[config.mk]
export PLATFORM = sky130hd
export DESIGN_NAME = poly_form_wave
export DESIGN_NICKNAME = d
export VERILOG_FILES = /design/src/rtl/poly_wave_pkg.sv /design/src/rtl/wave_shaper.sv /design/src/rtl/poly_form_wave.sv
export SDC_FILE = /design/constraint.sdc
export NUM_CORES = 1
export LEC_CHECK = 0
export ABC_CLOCK_PERIOD_IN_PS = 7300
export CAP_MARGIN = 20
export CORE_MARGIN = 3
export CORE_UTILIZATION = 50
export DETAILED_ROUTE_END_ITERATION = 6
export PLACE_DENSITY = 0.67
export REMOVE_ABC_BUFFERS = 1
export SLEW_MARGIN = 20
export SYNTH_ARGS = -nofsm -noshare
export SYNTH_HDL_FRONTEND = slang
export SYNTH_HIERARCHICAL = 1
export SYNTH_SLANG_ARGS = --single-unit
export TNS_END_PERCENT = 10
[constraint.sdc]
create_clock -name CLK -period 7.3 [get_ports CLK]
set_input_delay 1.095 -clock CLK [delete_from_list [all_inputs] [get_ports CLK]]
set_output_delay 1.095 -clock CLK [all_outputs]
set_load 0.005 [all_outputs]
[src/rtl/poly_wave_pkg.sv]
// Shared waveform definitions for the multi-voice oscillator and its wave shaper.
// Form codes above FORM_PULSE are reserved and shape to silence.
package poly_wave_pkg;

    typedef enum logic [2:0] {
        FORM_SAW    = 3'b000,
        FORM_REVSAW = 3'b001,
        FORM_TRIAN  = 3'b010,
        FORM_SQUARE = 3'b011,
        FORM_PULSE  = 3'b100
    } form_e;

    localparam int PW_W   = 7;
    localparam int FORM_W = 3;

endpackage

[src/rtl/wave_shaper.sv]
// Combinational shaper: the top OUT_W phase bits -> one signed sample (offset binary flipped to two's complement).
// Disabled voices and reserved forms yield exactly zero.
module wave_shaper
    import poly_wave_pkg::*;
#(
    parameter int OUT_W = 16
) (
    input  logic [OUT_W-1:0]        phase_i,
    input  logic [FORM_W-1:0]       form_i,
    input  logic [PW_W-1:0]         pw_i,
    input  logic                    en_i,
    output logic signed [OUT_W-1:0] sample_o
);

    logic [OUT_W-1:0] u;
    logic [OUT_W-1:0] tri_q;
    logic             form_ok;

    always_comb begin
        tri_q   = phase_i << 1;
        u       = '0;
        form_ok = 1'b1;
        case (form_i)
            FORM_SAW:    u = phase_i;
            FORM_REVSAW: u = ~phase_i;
            FORM_TRIAN:  u = phase_i[OUT_W-1] ? ~tri_q : tri_q;
            FORM_SQUARE: u = {OUT_W{phase_i[OUT_W-1]}};
            // Pulse compares only the top PW_W phase bits, so pw=0 never fires.
            FORM_PULSE:  u = (phase_i[OUT_W-1 -: PW_W] < pw_i) ? '1 : '0;
            default:     form_ok = 1'b0;
        endcase
        sample_o = (en_i && form_ok) ? {~u[OUT_W-1], u[OUT_W-2:0]} : '0;
    end

endmodule

[src/rtl/poly_form_wave.sv]
// Time-multiplexed VOICES-voice oscillator: one voice per clock, round-robin,
// summed into a signed mixed sample once per frame of VOICES clocks.
module poly_form_wave
    import poly_wave_pkg::*;
#(
    parameter  int VOICES  = 4,
    parameter  int PHASE_W = 32,
    parameter  int OUT_W   = 16,
    localparam int MIX_W   = OUT_W + $clog2(VOICES)
) (
    input  logic                    CLK,
    input  logic                    RESET,
    input  logic                    cfg_we,
    input  logic [3:0]              cfg_voice,
    input  logic [PHASE_W-1:0]      cfg_adder,
    input  logic [FORM_W-1:0]       cfg_form,
    input  logic [PW_W-1:0]         cfg_pw,
    input  logic                    cfg_en,
    input  logic                    cfg_sync,
    output logic signed [MIX_W-1:0] mix_out,
    output logic                    mix_valid
);

    localparam int SLOT_W = $clog2(VOICES);

    logic [SLOT_W-1:0]       slot_q, slot_d;
    logic signed [MIX_W-1:0] acc_q, acc_d;
    logic signed [MIX_W-1:0] mix_q, mix_d;
    logic                    valid_q, valid_d;
    logic                    frame_end;

    logic [OUT_W-1:0]  phase_top_arr [VOICES];
    logic [FORM_W-1:0] form_arr      [VOICES];
    logic [PW_W-1:0]   pw_arr        [VOICES];
    logic [VOICES-1:0] en_vec;

    logic signed [OUT_W-1:0] sample;
    logic signed [MIX_W-1:0] sample_ext;

    // Per-voice state. Writes hitting the active slot take effect next frame
    // because shaping and increment both read the registered (old) values.
    for (genvar gi = 0; gi < VOICES; gi++) begin : g_voice
        logic [PHASE_W-1:0] phase_q, phase_d;
        logic [PHASE_W-1:0] adder_q;
        logic [FORM_W-1:0]  form_q;
        logic [PW_W-1:0]    pw_q;
        logic               en_q;
        logic               cfg_hit;
        logic               slot_hit;

        assign cfg_hit  = cfg_we && (cfg_voice == 4'(gi));
        assign slot_hit = (slot_q == SLOT_W'(gi));

        always_comb begin
            phase_d = phase_q;
            if (cfg_hit && cfg_sync) begin
                phase_d = '0;
            end else if (slot_hit && en_q) begin
                phase_d = phase_q + adder_q;
            end
        end

        always_ff @(posedge CLK) begin
            if (RESET) begin
                phase_q <= '0;
                adder_q <= '0;
                form_q  <= '0;
                pw_q    <= '0;
                en_q    <= 1'b0;
            end else begin
                phase_q <= phase_d;
                if (cfg_hit) begin
                    adder_q <= cfg_adder;
                    form_q  <= cfg_form;
                    pw_q    <= cfg_pw;
                    en_q    <= cfg_en;
                end
            end
        end

        assign phase_top_arr[gi] = phase_q[PHASE_W-1 -: OUT_W];
        assign form_arr[gi]      = form_q;
        assign pw_arr[gi]        = pw_q;
        assign en_vec[gi]        = en_q;
    end

    wave_shaper #(
        .OUT_W (OUT_W)
    ) u_shaper (
        .phase_i  (phase_top_arr[slot_q]),
        .form_i   (form_arr[slot_q]),
        .pw_i     (pw_arr[slot_q]),
        .en_i     (en_vec[slot_q]),
        .sample_o (sample)
    );

    assign sample_ext = {{(MIX_W-OUT_W){sample[OUT_W-1]}}, sample};
    assign frame_end  = (slot_q == SLOT_W'(VOICES-1));

    always_comb begin
        slot_d  = frame_end ? '0 : slot_q + 1'b1;
        acc_d   = frame_end ? '0 : acc_q + sample_ext;
        mix_d   = frame_end ? acc_q + sample_ext : mix_q;
        valid_d = frame_end;
    end

    always_ff @(posedge CLK) begin
        if (RESET) begin
            slot_q  <= '0;
            acc_q   <= '0;
            mix_q   <= '0;
            valid_q <= 1'b0;
        end else begin
            slot_q  <= slot_d;
            acc_q   <= acc_d;
            mix_q   <= mix_d;
            valid_q <= valid_d;
        end
    end

    assign mix_out   = mix_q;
    assign mix_valid = valid_q;

endmodule

==> results of run 1 <==
report_power, final:
part | internal, mW | switching (mW) | total [mW]
Sequential | 1.87 | 0.0210 | 1.89
Clock | 1.32 | 0.816 | 2.14
Combinational | 0.0754 | 0.132 | 0.207
Total | 3.26 | 0.968 | 4.23
area by class of cell:
cell class                 count  share of cell area (%)
multi-input combinational   1939                    54.9
sequential                   339                    30.9
clock buffer                  57                    5.45
timing repair buffer          87                    3.83
tap                          511                    2.91
inverter                      60                    1.03
clock inverter                16                    1.01
per-stage QoR:
stage          worst slack (ps)  hold WS, ps  util, %
2_1_floorplan              2110          427        -
6_report                   1780          455     57.6
4_1_cts                    1760          456     57.5
3_5_place_dp               1820          449     53.8
5_1_grt                    1190          470     57.6
3_3_place_gp               1960          440     53.8
worst register-to-register path, cell delays in order, from the launching register on:
cell,delay (ps)
dfxtp_2,930
mux4_2,700
ha_1,340
and4_1,180
o21ai_0,100
o211ai_2,600
a21oi_1,150
ha_1,230
inv_1,70
fa_1,200
nor2b_1,60
o21ai_0,220
a21oi_1,130
o21ai_0,180
nand2b_1,120
a31oi_1,380
o211ai_1,190
a311oi_1,280
xor2_1,210
o21ai_0,110
logic make-up after synthesis:
| kind of cell | count (synthesis) | synth area share [%] |
|---|---|---|
| XOR/XNOR | 112 | 5.01 |
| flip-flops | 339 | 34.7 |
| AO/OA/AOI/OAI | 741 | 23.1 |
| multiplexers | 39 | 3.73 |
| AND/OR/NAND/NOR | 891 | 19.4 |
| adder cells (fa/ha/maj) | 156 | 10.2 |
| buffers and inverters | 193 | 3.85 |
cell usage in the layout (no fill, tap or decap), types with 25 or more instances in the layout:
master / count
ha_1: 151
mux4_2: 27
nand2_1: 566
inv_1: 58
nand3_1: 46
dfxtp_1: 338
a21o_1: 76
o211ai_1: 28
clkbuf_16: 41
o21ai_0: 81
clkdlybuf4s50_1: 68
a31oi_1: 25
xor2_1: 39
xnor2_1: 73
nor2_1: 125
a21oi_1: 380
metal layers:
metal | global-route usage [%] | wire (µm) | vias to the layer above
met5 | 0 | 0 | -
met4 | 7.45 | 1310 | 0
met3 | 4.74 | 4140 | 80
met2 | 39.1 | 22800 | 509
met1 | 37.0 | 25600 | 8281
li1 | - | - | 8689
registers in the layout, indices dropped and copies added, names as in the netlist:
| name | cells |
|---|---|
| acc_q | 18 |
| g_voice.adder_q | 128 |
| g_voice.en_q | 4 |
| g_voice.form_q | 12 |
| g_voice.phase_q | 128 |
| g_voice.pw_q | 28 |
| mix_out | 18 |
| mix_valid | 1 |
| slot_q | 2 |
worst paths after layout:
check,from,to,cells past startpoint
worst min register to register,mix_out[15],mix_out[15],2
worst max register to register,slot_q[1],mix_out[16],19
worst min-delay path,mix_out[15],mix_out[15],2
worst max-delay path,slot_q[1],mix_out[16],19
==> reports/metrics.yaml, run 1 <==
cts:
  root_buffer: "clkbuf_16"
  htreeDepth: 2
  clkTransAtPathRegs_ps: 50
  cts.sinks: 339
  cts_buffers: 41
  holdBufCountCts: 0
  clockBufferDepth: 3
  postCtsSetupRepairBufs: 0
  clock_latency_ps: 550
  cts_resized: 0
  cts_tree: "yes"
worst_setup_path:
  cp_slowest_stage_delay_ps: 930
  end_kind: "register"
  slowest_stage: "dfxtp_2"
  crit_chain: "mux4_2 > ha_1 > and4_1 > o21ai_0 > o211ai_2 > a21oi_1 > ha_1 > inv_1 > fa_1 > nor2b_1 > o21ai_0 > a21oi_1 > o21ai_0 > nand2b_1 > a31oi_1 > o211ai_1 > a311oi_1 > xor2_1 > o21ai_0"
  crit_type: "register to register"
  cp_num_buf_inv: 1
  crit_fanout: 30
  required_ps: 7720
  cp_top_family: "compound AO/OA/AOI/OAI gates"
  critPathMostFrequentCell: "o21ai_0"
  r2r_slack_ps: 1780
  critPathLaunchType: "register"
  critPathArrivalTime_ps: 5940
power_and_ir_drop:
  ir_drop_uv: 276
  power_density_nw_per_um2: 193
  p_leak_nw: 8.76
  total_power_mw: 4.23
sta:
  relSlewSlack_pct: 25.5
  fmax_mhz: 181
  fin_crit_ps: 5520
  period_share_pct: 75.6
  final-hold-violation-count: 0
  setup_viol: 0
  slew_violations: 0
  rsz0062_at_grt: "false"
  setup_tns_ps: 0
  fin_skew_ps: 11.5
  tightest_slew_ps: 1120
synthesis:
  syn_avg_cell_area_um2: 7.92
  synthTopCellsByArea: "dfxtp_1 35%, nand2_1 11%, a21oi_1 9.7%, ha_1 9.7%, xnor2_1 3.3%"
  synth_area_um2: 19600
  yosysTopAreaCell: "dfxtp_1"
  netlist_instances: 2471
  yosysTopAreaCellShare_pct: 34.7
  synth-seq-cells: 339
  yosys.cell_count.top_type: "nand2_1"
  synthArstFlopShare_pct: 0
  ys_warn_count: 6
  ys.flop_type: "dfxtp_1"
  synth_common_cells: "566 x nand2_1, 381 x a21oi_1, 339 x dfxtp_1, 151 x ha_1, 125 x nor2_1"
  ys_seq_area_share_pct: 34.7
  synth.distinct_cells: 84
  synth-edff-count: 0
routing:
  vias_per_cell: 5.84
  wl_per_cell_um: 17.9
  drtIter0Drc: 1020
  drc: 0
  route.antenna.remaining_nets: 0
  drt_pre_antenna_iters: 5
  routed_wl_mm: 53.9
  via_count: 17559
cells_and_area:
  synthToLayoutAreaGrowth_pct: 12.2
  instances_no_fill: 3009
  layout-drive-gt1-share_pct: 5.96
  ff_latch_area_um2: 6790
  finalInstanceArea_um2: 21900
  nets: 2675
  n_fill_cell: 3498
  multi_input_area_um2: 12000
  diodes: 0
placement:
  dpl_cell_area_um2: 20500
  hpwl_mm: 37.8
  numPortBuffers: 69
  place.gp.congestion: 0.923
  dp_cells: 2935
global_routing:
  grt_max_degree: 106
  grt_pass1_wl_mm: 86.6
  antenna_found_initial: 0
  grt_use_total_pct: 25.6
  gr-total-overflow: 0
  grt_pass1_vias: 16526
floorplan:
  coreArea_um2: 38100
  io_pins: 70
  fp-row-count: 71
  die_area_um2: 41500
  start_util_pct: 51.3
  fp.dieH_um: 204
  fp.dieW_um: 204
worst_hold_path:
  holdCritPathClass: "register to register"
status:
  status: "finished clean"
run:
  maxCapViolCount: 0
(Power assumes the default switching activity.)
==> run 2: changes to the inputs <==
--- a/config.mk
+++ b/config.mk
@@ -5,12 +5,12 @@
 export SDC_FILE = /design/constraint.sdc
 export NUM_CORES = 1
 export LEC_CHECK = 0
-export ABC_CLOCK_PERIOD_IN_PS = 7300
+export ABC_CLOCK_PERIOD_IN_PS = 4900
 export CAP_MARGIN = 20
 export CORE_MARGIN = 3
 export CORE_UTILIZATION = 50
 export DETAILED_ROUTE_END_ITERATION = 6
-export PLACE_DENSITY = 0.67
+export PLACE_DENSITY = 0.7
 export REMOVE_ABC_BUFFERS = 1
 export SLEW_MARGIN = 20
 export SYNTH_ARGS = -nofsm -noshare
==> constraint.sdc (replaced) <==
create_clock -name CLK -period 4.9 [get_ports CLK]
set_input_delay 0.735 -clock CLK [delete_from_list [all_inputs] [get_ports CLK]]
set_output_delay 0.735 -clock CLK [all_outputs]
set_load 0.005 [all_outputs]
==> reports/metrics.yaml, run 2 (synthesis gave the netlist of run 1 again) <==
status:
  status: "finished clean"
floorplan:
  start_util_pct: 51.3  # unchanged
  fp-row-count: 71  # unchanged
  fp.dieH_um: 204  # unchanged
  io_pins: 70  # unchanged
  coreArea_um2: 38100  # unchanged
  fp.dieW_um: 204  # unchanged
  die_area_um2: 41500  # unchanged
cells_and_area:
  layout_commonest_cell: "nand2_1"
  n_fill_cell: 3392  # -3.0%
  synthToLayoutAreaGrowth_pct: 13.0
  mostFrequentLayoutCells: "566 x nand2_1, 381 x a21oi_1, 338 x dfxtp_1, 151 x ha_1, 125 x nor2_1"
  diodes: 0  # unchanged
  instances_no_fill: 3025  # +0.53%
  layout-drive-gt1-share_pct: 6.68  # +0.72 points
  finalInstanceArea_um2: 22100  # +0.71%
  nets: 2694  # +0.71%
  top_regs: "g_voice.adder_q x128, g_voice.phase_q x128, g_voice.pw_q x28"
routing:
  drtIter0Drc: 1430  # +40%
  routed_wl_mm: 54.8  # +1.8%
  drc: 0  # unchanged
  drt_pre_antenna_iters: 5  # unchanged
  via_count: 17769  # +1.2%
  vias_per_cell: 5.87  # +0.66%
  route.antenna.remaining_nets: 0  # unchanged
  wl_per_cell_um: 18.1  # +1.3%
sta:
  fmax_mhz: 222  # +22%
  period_share_pct: 92.0  # +16 points
  fin_skew_ps: 26.9  # +15.5 ps
  rsz0062_at_grt: "false"
  slew_violations: 0  # unchanged
  setup_viol: 0  # unchanged
  relSlewSlack_pct: 28.4  # +2.9 points
  tightest_slew_ps: 1070  # -48.1 ps
  final-hold-violation-count: 0  # unchanged
  holdWs_ps: 455  # +0.0300 ps
  setup_tns_ps: 0  # unchanged
  fin_crit_ps: 4510  # -1010 ps
cts:
  clock_latency_ps: 570  # +20 ps
  clockBufferDepth: 3  # unchanged
  clkTransAtPathRegs_ps: 50  # about the same
  htreeDepth: 2  # unchanged
  cts_tree: "yes"
  root_buffer: "clkbuf_16"
  cts_buffers: 41  # unchanged
  cts.sinks: 339  # unchanged
worst_setup_path:
  crit_type: "register to register"
  slowest_stage: "mux4_2"
  end_kind: "register"
  r2r_slack_ps: 390  # -1390 ps
  required_ps: 5370  # -2350 ps
  cp_slowest_stage_delay_ps: 790  # -140 ps
  critPathMostFrequentCell: "o21ai_0"
  critPathLaunchType: "register"
  critPathArrivalTime_ps: 4970  # -970 ps
  crit_chain: "buf_4 > mux4_2 > o21ai_0 > nand2_1 > a21oi_1 > ha_1 > inv_1 > fa_1 > nor2b_1 > o21ai_0 > a21oi_1 > o21ai_0 > nand2b_1 > a31oi_1 > o211ai_1 > a31oi_1 > xor2_1 > o21ai_0"
  crit_fanout: 34  # +13%
power_and_ir_drop:
  p_leak_nw: 8.87  # +1.3%
  ir_drop_uv: 252  # -8.7%
  power_density_nw_per_um2: 287  # +49%
global_routing:
  grt_pass1_vias: 17016  # +3.0%
  busiest_layer: "met2"
  met1_usage_pct: 35.1  # -1.9 points
  gr-usage-met3_pct: 5.60  # +0.86 points
  grt_pass1_wl_mm: 87.9  # +1.5%
  grt_use_total_pct: 26.0  # +0.38 points
  gr-total-overflow: 0  # unchanged
  grt_max_degree: 58  # -45%
  antenna_found_initial: 1  # +1
  grt_use_met2_pct: 41.3  # +2.1 points
worst_hold_path:
  holdCritPathClass: "register to register"
placement:
  hpwl_mm: 39.3  # +4.1%
  dpl_cell_area_um2: 20600  # +0.51%
  dp_cells: 2949  # +0.48%
  numPortBuffers: 69  # unchanged
  place.gp.congestion: 0.942  # +2.1%
run:
  maxCapViolCount: 0  # unchanged
## run 2: changes by cell type in the layout (fill, tap and decap cells not counted), sizes merged
| cell | before | now |
|---|---|---|
| clkinv | 6 | 9 |
| buf | 19 | 38 |
| clkbuf | 57 | 54 |
| clkinvlp | 5 | 1 |
| inv | 60 | 61 |
## run 2: area by class of cell
class	instances	area, µm²	share of cell area, %
flip-flops and latches	339	6790	30.7
multi-input cells	1939	12000	54.5
inverters	60	225	1.02
repair buffers	106	986	4.46
clock inverters	16	219	0.991
well taps	511	639	2.89
clock buffers	54	1200	5.42
## run 2: critical path: cells and delay by family (launching register included)
kind                     cells  cell delay (ps)
adder cells (fa/ha/maj)      2              600
AND/OR/NAND/NOR              3              520
multiplexers                 1              790
flip-flops                   1              450
XOR/XNOR                     1              170
AO/OA/AOI/OAI                9             1660
buffers and inverters        2              200
## run 2: worst paths after layout
path / start / depth (start not counted) / endpoint
worst max-delay path: slot_q[1] / 18 / mix_out[14]
worst min-delay path: g_voice[0].pw_q[0] / 2 / g_voice[0].pw_q[0]
worst max register to register: slot_q[1] / 18 / mix_out[14]
worst min register to register: g_voice[0].pw_q[0] / 2 / g_voice[0].pw_q[0]
## run 2: power by group
part	internal, mW	switching [mW]	total, mW
logic	0.128	0.214	0.341
clock network	1.98	1.22	3.19
registers	2.78	0.0195	2.80
total	4.88	1.45	6.34
## run 2: repair_timing
action	CTS	global route
setup endpoints to repair	0	9
resized for setup	0	5
buffers inserted	0	5
hold buffers	0	0
## run 2: routing by layer
| layer | up-vias | routed length, µm |
|---|---|---|
| met4 | 0 | 1680 |
| met5 | - | 0 |
| met2 | 559 | 24100 |
| met1 | 8368 | 24200 |
| met3 | 111 | 4830 |
| li1 | 8731 | - |
## run 2: per-stage QoR
stage | setup slack (ps) | utilization (%) | total power [mW]
3_5_place_dp | 270 | 54.1 | 3.19
2_1_floorplan | -287 | - | 3.01
4_1_cts | 216 | 57.8 | 6.37
6_report | 391 | 58.0 | 6.34
5_1_grt | 10.8 | 58.0 | 6.52
3_3_place_gp | 407 | 54.1 | 3.18
==> run 3: changes to the inputs <==
--- a/config.mk
+++ b/config.mk
@@ -7,8 +7,9 @@
 export LEC_CHECK = 0
 export ABC_CLOCK_PERIOD_IN_PS = 4900
 export CAP_MARGIN = 20
-export CORE_MARGIN = 3
+export CORE_MARGIN = 1
 export CORE_UTILIZATION = 50
+export CTS_CLUSTER_SIZE = 12
 export DETAILED_ROUTE_END_ITERATION = 6
 export PLACE_DENSITY = 0.7
 export REMOVE_ABC_BUFFERS = 1
==> reports/metrics.yaml, run 3 (synthesis gave the netlist of run 1 again) <==
status:
  status: "finished clean"
cells_and_area:
  nets: 2692  # -0.074%
  layout_commonest_cell: "nand2_1"
  top_regs: "g_voice.adder_q x128, g_voice.phase_q x128, g_voice.pw_q x28"
  instances_no_fill: 3029  # +0.13%
  mostFrequentLayoutCells: "566 x nand2_1, 381 x a21oi_1, 338 x dfxtp_1, 151 x ha_1, 125 x nor2_1"
  synthToLayoutAreaGrowth_pct: 12.6
  n_fill_cell: 3474  # +2.4%
  layout-drive-gt1-share_pct: 6.45  # -0.23 points
sta:
  fmax_mhz: 221  # -0.30%
  slew_violations: 0  # unchanged
  relSlewSlack_pct: 27.6  # -0.78 points
  tightest_slew_ps: 1090  # +15.6 ps
  rsz0062_at_grt: "false"
  period_share_pct: 92.3  # +0.28 points
  final-hold-violation-count: 0  # unchanged
  fin_ws_ps: 377  # -13.6 ps
  setup_viol: 0  # unchanged
  fin_skew_ps: 22.4  # -4.53 ps
  setup_tns_ps: 0  # unchanged
  fin_crit_ps: 4520  # +13.6 ps
routing:
  wl_per_cell_um: 17.9  # -1.5%
  drc: 0  # unchanged
  drtIter0Drc: 1245  # -13%
  vias_per_cell: 5.82  # -0.93%
  via_count: 17627  # -0.80%
  drt_pre_antenna_iters: 7  # +2
  routed_wl_mm: 54.1  # -1.4%
  route.antenna.remaining_nets: 0  # unchanged
global_routing:
  grt_pass1_vias: 16527  # -2.9%
  grt_max_degree: 83  # +43%
  grt_use_total_pct: 27.2  # +1.2 points
  antenna_found_initial: 1  # unchanged
  gr-total-overflow: 0  # unchanged
  grt_pass1_wl_mm: 86.3  # -1.8%
worst_setup_path:
  crit_chain: "mux4_2 > nor2b_2 > a221o_1 > a21oi_1 > o22ai_1 > ha_1 > nor2b_1 > o21ai_0 > a21oi_1 > o21ai_0 > nand2b_1 > a31oi_1 > o211ai_1 > a311oi_1 > xor2_1 > o21ai_0"
  end_kind: "register"
  cp_slowest_stage_delay_ps: 780  # about the same
  critPathArrivalTime_ps: 4960  # about the same
  crit_type: "register to register"
  slowest_stage: "mux4_2"
  required_ps: 5330  # -40 ps
  crit_fanout: 23  # -32%
  critPathLaunchType: "register"
  cp_num_buf_inv: 0  # -2
  cp_top_family: "compound AO/OA/AOI/OAI gates"
  critPathMostFrequentCell: "o21ai_0"
  r2r_slack_ps: 380  # about the same
placement:
  place.gp.congestion: 0.965  # +2.4%
  numPortBuffers: 69  # unchanged
  hpwl_mm: 38.9  # -0.97%
  pre_cts_ws_ps: 321  # +51.0 ps
  dp_cells: 2959  # +0.34%
power_and_ir_drop:
  p_leak_nw: 8.83  # -0.52%
  power_density_nw_per_um2: 282  # -1.5%
  ir_drop_uv: 205  # -19%
cts:
  postCtsSetupRepairBufs: 0  # unchanged
  cts.sinks: 339  # unchanged
  cts_tree: "yes"
  holdBufCountCts: 0  # unchanged
  clockBufferDepth: 3  # unchanged
  clock_latency_ps: 560  # about the same
  root_buffer: "clkbuf_16"
  htreeDepth: 2  # unchanged
  clkTransAtPathRegs_ps: 60  # about the same
  cts_buffers: 41  # unchanged
floorplan:
  coreArea_um2: 38600  # +1.4%
  die_area_um2: 39900  # -3.9%
  fp.dieW_um: 200  # -2.0%
  start_util_pct: 50.6  # -0.71 points
  io_pins: 70  # unchanged
  fp-row-count: 72  # +1.4%
  fp.dieH_um: 200  # -2.0%
run:
  maxCapViolCount: 0  # unchanged
worst_hold_path:
  holdCritPathClass: "register to register"
## run 3: cell types whose count changed in the layout (fill, tap and decap cells not counted), sizes merged
cell / delta
buf: -2
diode: +1
inv: -1
clkbuf: -4
clkinv: +2
clkinvlp: +1
## run 3: final cells by class
cell class | count | area, µm² | area share (%)
Antenna cell | 1 | 2.50 | 0.0114
Clock buffer | 50 | 1120 | 5.08
Clock inverter | 18 | 228 | 1.03
Inverter | 60 | 225 | 1.02
Multi-Input combinational cell | 1939 | 12000 | 54.6
Sequential cell | 339 | 6790 | 30.8
Tap cell | 518 | 648 | 2.94
Timing Repair Buffer | 104 | 975 | 4.43
## run 3: per-stage QoR
stage	util [%]	power (mW)	hold WS (ps)	instance area, µm²
3_3_place_gp	53.4	3.18	442	20600
2_1_floorplan	-	3.01	427	19000
4_1_cts	56.9	6.26	455	22000
3_5_place_dp	53.4	3.19	447	20600
6_report	57.0	6.21	454	22000
5_1_grt	57.0	6.40	470	22000
## run 3: path summary, 6_finish.rpt
check / startpoint / end / cells past startpoint
min reg2reg: g_voice[1].form_q[0] / g_voice[1].form_q[0] / 2
min: g_voice[1].form_q[0] / g_voice[1].form_q[0] / 2
max: slot_q[1] / mix_out[16] / 16
max reg2reg: slot_q[1] / mix_out[16] / 16
## run 3: worst min-delay path, delay by kind of cell (launching register included)
| family | cells | cell delay [ps] |
|---|---|---|
| compound gates | 1 | 50 |
| flops | 1 | 300 |
| simple gates | 1 | 50 |
## run 3: routing by layer
layer | up-vias | share of wire, % | track usage, %
li1 | 8725 | - | -
met1 | 8301 | 46 | 37.7
met2 | 514 | 44 | 43.3
met3 | 85 | 7.7 | 4.22
met4 | 2 | 2.3 | 8.74
met5 | - | 0.098 | 0.988
## run 3: timing repair
item	4_1_cts	5_1_grt
resized for setup	0	1
setup endpoints to repair	0	8
hold endpoints to repair	0	0
## run 3: where the power goes
part	internal [mW]	switching (mW)
registers	2.78	0.0227
clock network	1.88	1.21
logic	0.122	0.207
total	4.78	1.44
